`src/rtl/axi_master_arbiter.sv`:
```
// Shares one AXI4 master port between the IFU (burst reads) and the LSU
// (single-beat reads and writes). One transaction is in flight at a time and
// the two requesters are served round-robin.
//
// Ports:
//   clock, reset          rising-edge clock, asynchronous active-high reset
//   ifu_ar*/ifu_r*        IFU read address / read data
//   lsu_ar*/lsu_r*        LSU read address / read data (single beat)
//   lsu_aw*/lsu_w*/lsu_b* LSU write address / data / response
//   m_*                   shared AXI4 master port (m_wlast tied high)
module axi_master_arbiter #(
    parameter int unsigned ADDR_W = 32,
    parameter int unsigned DATA_W = 32
) (
    input  logic                  clock,
    input  logic                  reset,
    // IFU
    input  logic                  ifu_arvalid,
    output logic                  ifu_arready,
    input  logic [ADDR_W-1:0]     ifu_araddr,
    input  logic [7:0]            ifu_arlen,
    output logic                  ifu_rvalid,
    input  logic                  ifu_rready,
    output logic [DATA_W-1:0]     ifu_rdata,
    output logic [1:0]            ifu_rresp,
    output logic                  ifu_rlast,
    // LSU
    input  logic                  lsu_arvalid,
    output logic                  lsu_arready,
    input  logic [ADDR_W-1:0]     lsu_araddr,
    output logic                  lsu_rvalid,
    input  logic                  lsu_rready,
    output logic [DATA_W-1:0]     lsu_rdata,
    output logic [1:0]            lsu_rresp,
    input  logic                  lsu_awvalid,
    output logic                  lsu_awready,
    input  logic [ADDR_W-1:0]     lsu_awaddr,
    input  logic                  lsu_wvalid,
    output logic                  lsu_wready,
    input  logic [DATA_W-1:0]     lsu_wdata,
    input  logic [DATA_W/8-1:0]   lsu_wstrb,
    output logic                  lsu_bvalid,
    input  logic                  lsu_bready,
    output logic [1:0]            lsu_bresp,
    // Master
    output logic                  m_arvalid,
    input  logic                  m_arready,
    output logic [ADDR_W-1:0]     m_araddr,
    output logic [7:0]            m_arlen,
    input  logic                  m_rvalid,
    output logic                  m_rready,
    input  logic [DATA_W-1:0]     m_rdata,
    input  logic [1:0]            m_rresp,
    input  logic                  m_rlast,
    output logic                  m_awvalid,
    input  logic                  m_awready,
    output logic [ADDR_W-1:0]     m_awaddr,
    output logic                  m_wvalid,
    input  logic                  m_wready,
    output logic [DATA_W-1:0]     m_wdata,
    output logic [DATA_W/8-1:0]   m_wstrb,
    output logic                  m_wlast,
    input  logic                  m_bvalid,
    output logic                  m_bready,
    input  logic [1:0]            m_bresp
);

    typedef enum logic [2:0] {
        StIdle, StIfuAr, StIfuR, StLsuAr, StLsuR, StLsuWr, StLsuB
    } state_e;

    localparam logic GrantIfu = 1'b0;
    localparam logic GrantLsu = 1'b1;

    state_e state_q, state_d;
    logic   last_grant_q, last_grant_d;
    logic   aw_done_q, aw_done_d;
    logic   w_done_q, w_done_d;
    logic   ifu_req, lsu_req, aw_hs, w_hs;

    // Every write is a single beat.
    assign m_wlast = 1'b1;

    always_ff @(posedge clock or posedge reset) begin
        if (reset) begin
            state_q      <= StIdle;
            last_grant_q <= GrantLsu;  // IFU wins the first tie
            aw_done_q    <= 1'b0;
            w_done_q     <= 1'b0;
        end else begin
            state_q      <= state_d;
            last_grant_q <= last_grant_d;
            aw_done_q    <= aw_done_d;
            w_done_q     <= w_done_d;
        end
    end

    always_comb begin
        state_d      = state_q;
        last_grant_d = last_grant_q;
        aw_done_d    = aw_done_q;
        w_done_d     = w_done_q;
        ifu_req      = ifu_arvalid;
        lsu_req      = lsu_awvalid | lsu_arvalid;
        aw_hs        = 1'b0;
        w_hs         = 1'b0;

        ifu_arready = 1'b0;
        ifu_rvalid  = 1'b0;
        ifu_rdata   = '0;
        ifu_rresp   = '0;
        ifu_rlast   = 1'b0;
        lsu_arready = 1'b0;
        lsu_rvalid  = 1'b0;
        lsu_rdata   = '0;
        lsu_rresp   = '0;
        lsu_awready = 1'b0;
        lsu_wready  = 1'b0;
        lsu_bvalid  = 1'b0;
        lsu_bresp   = '0;
        m_arvalid   = 1'b0;
        m_araddr    = '0;
        m_arlen     = '0;
        m_rready    = 1'b0;
        m_awvalid   = 1'b0;
        m_awaddr    = '0;
        m_wvalid    = 1'b0;
        m_wdata     = '0;
        m_wstrb     = '0;
        m_bready    = 1'b0;

        unique case (state_q)
            StIdle: begin
                // On a tie, grant whichever side was not served last.
                if (lsu_req && (!ifu_req || last_grant_q == GrantIfu)) begin
                    state_d = lsu_awvalid ? StLsuWr : StLsuAr;
                end else if (ifu_req) begin
                    state_d = StIfuAr;
                end
            end
            StIfuAr: begin
                m_arvalid   = ifu_arvalid;
                m_araddr    = ifu_araddr;
                m_arlen     = ifu_arlen;
                ifu_arready = m_arready;
                if (ifu_arvalid && m_arready) state_d = StIfuR;
            end
            StIfuR: begin
                ifu_rvalid = m_rvalid;
                ifu_rdata  = m_rdata;
                ifu_rresp  = m_rresp;
                ifu_rlast  = m_rlast;
                m_rready   = ifu_rready;
                if (m_rvalid && ifu_rready && m_rlast) begin
                    state_d      = StIdle;
                    last_grant_d = GrantIfu;
                end
            end
            StLsuAr: begin
                m_arvalid   = lsu_arvalid;
                m_araddr    = lsu_araddr;
                lsu_arready = m_arready;
                if (lsu_arvalid && m_arready) state_d = StLsuR;
            end
            StLsuR: begin
                // Single beat: m_rlast is not consulted.
                lsu_rvalid = m_rvalid;
                lsu_rdata  = m_rdata;
                lsu_rresp  = m_rresp;
                m_rready   = lsu_rready;
                if (m_rvalid && lsu_rready) begin
                    state_d      = StIdle;
                    last_grant_d = GrantLsu;
                end
            end
            StLsuWr: begin
                // AW and W complete independently; each done flag masks its
                // channel so no beat is issued twice.
                m_awvalid   = lsu_awvalid & ~aw_done_q;
                m_awaddr    = lsu_awaddr;
                lsu_awready = m_awready & ~aw_done_q;
                m_wvalid    = lsu_wvalid & ~w_done_q;
                m_wdata     = lsu_wdata;
                m_wstrb     = lsu_wstrb;
                lsu_wready  = m_wready & ~w_done_q;
                aw_hs       = m_awvalid & m_awready;
                w_hs        = m_wvalid & m_wready;
                if ((aw_done_q || aw_hs) && (w_done_q || w_hs)) begin
                    state_d   = StLsuB;
                    aw_done_d = 1'b0;
                    w_done_d  = 1'b0;
                end else begin
                    aw_done_d = aw_done_q | aw_hs;
                    w_done_d  = w_done_q | w_hs;
                end
            end
            StLsuB: begin
                lsu_bvalid = m_bvalid;
                lsu_bresp  = m_bresp;
                m_bready   = lsu_bready;
                if (m_bvalid && lsu_bready) begin
                    state_d      = StIdle;
                    last_grant_d = GrantLsu;
                end
            end
            default: state_d = StIdle;
        endcase
    end

endmodule
```
`config.mk`:
```
export PLATFORM = sky130hd
export DESIGN_NAME = axi_master_arbiter
export DESIGN_NICKNAME = d
export VERILOG_FILES = /design/src/rtl/axi_master_arbiter.sv
export SDC_FILE = /design/constraint.sdc
export NUM_CORES = 1
export LEC_CHECK = 0
export ABC_CLOCK_PERIOD_IN_PS = 1800
export BUFFER_PORTS_ARGS = -buffer_cell sky130_fd_sc_hd__buf_2
export CAP_MARGIN = 40
export CELL_PAD_IN_SITES_DETAIL_PLACEMENT = 0
export CELL_PAD_IN_SITES_GLOBAL_PLACEMENT = 1
export CORE_AREA = 5 5 146 148
export CTS_CLUSTER_SIZE = 25
export DETAILED_ROUTE_END_ITERATION = 10
export DIE_AREA = 0 0 151 153
export PLACE_DENSITY = 0.6
export SYNTH_ARGS = -nofsm -noshare
export SYNTH_HDL_FRONTEND = slang
export SYNTH_SLANG_ARGS = --single-unit
```
`constraint.sdc`:
```
create_clock -name clock -period 1.8 [get_ports clock]
set_input_delay 0.27 -clock clock [delete_from_list [all_inputs] [get_ports clock]]
set_output_delay 0.27 -clock clock [all_outputs]
set_load 0.02 [all_outputs]
```
Yosys cells after proc, flatten, opt, wreduce, memory -nomap -nowiden --
Index checks and enable logic that the tools add are counted. Widths: inputs -> output; s select.
Cells by class: eq/ne operators 13, multiplexer cells 39, bitwise logic cells 12, reduce and logical (&&, ||, !) cells 16
Operator list (number):
- $mux 32 | 4
- $pmux 32 s2 | 1
- $mux 3 | 9
- $pmux 3 s7 | 1
- $mux 1 | 16
- $ne 2x2->1 const B | 6
- $eq 3x3->1 const B | 3
- $logic_and 1x1->1 | 8
- $mux 8 | 1
- $reduce_and 7->1 | 1
- $and 1x1->1 | 6
- $eq 3x2->1 const B | 2
- $mux 2 | 3
- $mux 4 | 1
- $pmux 1 s2 | 2
- $reduce_and 4->1 | 1
- $eq 3x1->1 const B | 1
- $logic_not 3->1 | 1
- $logic_or 1x1->1 | 3
- $ne 3x3->1 const B | 1
- $not 1->1 | 3
- $or 1x1->1 | 3
- $pmux 1 s3 | 1
- $reduce_bool 3->1 | 1
- $logic_not 1->1 | 1
Word-level totals: register bits 6, bits of input ports 191, output and inout bits 192, logic and storage cells 84

Logic depth before layout (Yosys ltp) --
word-level depth 7, mapped depth 5

Least setup slack after synthesis --
Ideal clock, no wire load.
path type register -> output, start point register state_q[0], end point output lsu_awready, data arrival time 1.444 ns, path slack 0.086 ns, stages on the path, launching flop included 4, cells stage by stage dfrtp_1 > buf_2 > nand3_1 > nor3b_1
Between the ends: longest elaborated chain between the ends 2
Ends and longest elaborated chain:
- from (decl) | RTL line 75 | state_e state_q, state_d;
- from (signal assigned) | RTL line 86 | state_q <= StIdle;
- from (signal assigned) | RTL line 91 | state_q <= state_d;
- $eq 3x3->1 | RTL line 132 | unique case (state_q)
- $mux 1 | RTL line 132
- to (decl) | RTL line 36 | output logic lsu_awready,
No other way between the ends.

Final worst setup path --
start point register state_q[0], end point output ifu_rdata[18]
Between the ends: longest elaborated chain between the ends 2
Ends and longest elaborated chain:
- $eq 3x2->1 | RTL line 132
- $mux 32 | RTL line 132
- to (decl) | RTL line 24 | output logic [DATA_W-1:0] ifu_rdata,
No other way between the ends.

==> results.sh <==
export IMPL_syn2layout_area_growth_pct=186
export IMPL_grt_setup_unrepaired="yes"
export IMPL_synth_top_area_share_pct=48.8
export IMPL_swShare_pct=47.9
export IMPL_tritoncts="done"
export IMPL_fmax_mhz=533
export IMPL_dpl_hpwl_um=11500
export IMPL_p_per_area_nw_per_um2=1310
export IMPL_core_area_um2=19900
export IMPL_path_class="register to output pin"
export IMPL_cpPeakStageDelay_ps=410
export IMPL_fin_nets=861
export IMPL_cp_num_buf_inv=4
export IMPL_p_int_mw=3.73
export IMPL_muxShareOfSynthArea_pct=1.96
export IMPL_grt_max_degree=71
export IMPL_synth_top_family_by_area="simple AND/OR/NAND/NOR gates"
export IMPL_grt_pass1_wl_um=19500
export IMPL_drtIter0Drc=123
export IMPL_worst_path_max_delay_cell="dfrtp_1"
export IMPL_r2r_cells=5
export IMPL_place_congestion=0.869
export IMPL_ys_ff_latch=6
export IMPL_cts_root_buf="clkbuf_16"
export IMPL_critPathMaxFanout=9
export IMPL_yosysTopAreaCell="and2_1"
export IMPL_synthSimpleGateAreaFrac_pct=58.5
export IMPL_pwr_share_clk_pct=5.2
export IMPL_wl_um=16600
export IMPL_finalSetupViolCount=99
export IMPL_final_antenna_net_count=0
export IMPL_crit_family="buffers and inverters"
export IMPL_syn_inst=271
export IMPL_multi_input_area_um2=1770
export IMPL_cts_buffers=3
export IMPL_die_area_um2=23100
export IMPL_outcome="finished with violations"
export IMPL_clock_latency_ps=230
export IMPL_syn_avg_cell_area_um2=7.05
export IMPL_p_sw_mw=3.43
export IMPL_synth_fa_ha_area_share_pct=0
export IMPL_globalRouteTotalUtil_pct=10.7
export IMPL_start_util_pct=9.60
export IMPL_fillers=2136
export IMPL_antenna_found_initial=2
export IMPL_io_buffers=381
export IMPL_synth_seq_area_share_pct=7.92
export IMPL_dp_slack_ps=121
export IMPL_cts_sinks=6
export IMPL_p_comb_share_pct=90.7
export IMPL_start_kind="register"
export IMPL_num_vias=3620
export IMPL_async_flop_share_pct=100
export IMPL_synth_edff_count=0
export IMPL_pwr_share_seq_pct=4.1
export IMPL_required_ps=1530
export IMPL_crit_top_cell="buf_6"
export IMPL_io_pins=383
export IMPL_clk_path_buf_depth=2
export IMPL_ys_flop_type="dfrtp_1"
export IMPL_n_antenna_cell=0
export IMPL_synth_xor_area_share_pct=0
export IMPL_ys_types=37
export IMPL_violations="setup timing"
export IMPL_min_path_cells=3
export IMPL_vdd_drop_max_uv=405
export IMPL_clock_skew_ps=4.65
export IMPL_holdPathEnd="w_done_q"
export IMPL_maxSlewViolCount=0
export IMPL_path_cells="buf_6 -> nor3_4 -> buf_12 -> clkbuf_16 -> and2_1 -> buf_6"
export IMPL_syn_num_nets=462
export IMPL_die_x_um=151
export IMPL_finalSetupTns_ps=-3110
export IMPL_drv_cap=0
export IMPL_path_clk_slew_ps=40
export IMPL_cts_htree_levels=1
export IMPL_firstDrtPassIters=4
export IMPL_layout_drive_gt1_share_pct=73.8
export IMPL_overflow=0
export IMPL_r2r_slack_ps=90
export IMPL_hp_class="primary input to register"
export IMPL_regArea_um2=154
export IMPL_vias_per_cell=3.86
export IMPL_synth_compound_area_share_pct=23.6
export IMPL_min_period_ps=1880
export IMPL_r2r_end="state_q[1]"
export IMPL_row_count=52
export IMPL_die_h_um=153
export IMPL_reg2reg_from="state_q[1]"
export IMPL_synth_area_leaders="and2_1 (49%), a22o_1 (16%), dfrtp_1 (6.5%)"
export IMPL_finalCritPeriodShare_pct=104
export IMPL_hold_start="lsu_wvalid"
export IMPL_synth_warnings=0
export IMPL_fin_ws_ps=-77.6
export IMPL_worst_setup_path_end_kind="output pin"
export IMPL_netlist_area_um2=1910
export IMPL_arrival_ps=1610
export IMPL_drc_errors=0
export IMPL_p_leak_nw=3.01
export IMPL_final_hold_viol_count=0
export IMPL_grt_pass1_vias=3622
export IMPL_detail_route_wl_per_cell_um=17.7
-- worst register-to-register path: cells and delay by family, from the launching register on --
family                 cells  cell delay [ps]
AOI/OAI and AO/OA          2              420
buffers and inverters      1              150
DFF                        1              430
muxes                      1              320
and+or+nand+nor            1              280
-- final cells by class --
class / instances / share of cell area (%)
Multi-Input combinational cell: 236 / 32.4
Timing Repair Buffer: 420 / 57.0
Inverter: 3 / 0.206
Sequential cell: 6 / 2.82
Tap cell: 270 / 6.18
Clock buffer: 4 / 1.44
-- layer usage --
layer	up-vias	part of all wire (%)	track usage [%]
met1	1662	34	10.6
met3	14	9.4	2.34
met5	-	0	0
met4	0	1.1	1.30
met2	229	56	22.6
li1	1715	-	-
-- cells in the final DEF, fill, tap and decap left out, types with 2 or more instances in the layout --
cell type and count:
a211oi_1 4, a21oi_1 5, a22o_1 34, a31oi_1 2, and2_1 95, and2_4 54
and3_1 4, buf_12 8, buf_2 242, buf_4 79, buf_6 78, buf_8 4
clkbuf_16 11, dfrtp_1 3, dfrtp_2 2, inv_2 2, mux2_2 2, nand3_1 5
nor2_1 6, nor3_4 2, nor3b_1 4, o31ai_1 2
-- power by group through the flow --
stage	clock network, mW	logic (mW)	registers, mW
2_1_floorplan	0	2.91	0.273
3_3_place_gp	0	4.59	0.288
3_5_place_dp	0	4.54	0.291
4_1_cts	0.378	5.10	0.295
5_1_grt	0.388	6.89	0.304
6_report	0.371	6.50	0.293
-- synth_stat cells, types with 4 or more instances --
master and instances:
nor3b_1 4, nand3_1 5, and3_1 4, a21oi_1 5, a22o_1 35, clkbuf_1 7, a211oi_1 4, nor2_1 6
dfrtp_1 5, buf_2 12, clkbuf_2 4, and2_1 149
-- registers in the layout (all words and copies together), names as in the netlist --
register	flops
w_done_q	1
aw_done_q	1
state_q	3
last_grant_q	1
-- timing repair --
action                                  4_1_cts  5_1_grt
pin swaps                                     1       32
endpoints found under the hold margin         5        0
endpoints found under the setup margin      112      187
buffers inserted                              2        8
cloned                                        2       15
hold buffers                                  1        0
resized for setup                           104      179
-- per-stage QoR --
step | power, mW | cells | utilization [%] | hold slack, ps | cell area [um2]
6_report | 7.17 | 939 | 27.4 | 356 | 5460
5_1_grt | 7.58 | 939 | 27.4 | 372 | 5460
4_1_cts | 5.77 | 918 | 23.2 | 353 | 4620
3_5_place_dp | 4.83 | 909 | 21.0 | 208 | 4190
3_3_place_gp | 4.88 | 909 | 21.0 | 207 | 4190
2_1_floorplan | 3.18 | 271 | - | 60.2 | 1910
-- cells by family after synthesis --
| group | count (synthesis) |
|---|---|
| compound gates | 54 |
| mux | 3 |
| simple gates | 178 |
| flops | 6 |
| buf+inv | 29 |
| other cells | 1 |
-- how the worst max path moves through the flow --
stage          cells past startpoint  slack [ps]        from       endpoint
6_report                           6         -80  state_q[0]  ifu_rdata[18]
5_1_grt                            6        -130  state_q[0]  ifu_rdata[18]
4_1_cts                            5         -70  state_q[2]       m_rready
3_5_place_dp                       5         120  state_q[1]     state_q[1]
3_3_place_gp                       5         150  state_q[1]     state_q[1]
2_1_floorplan                      3          90  state_q[0]    lsu_awready
Power figures use the tool's default switching activity.
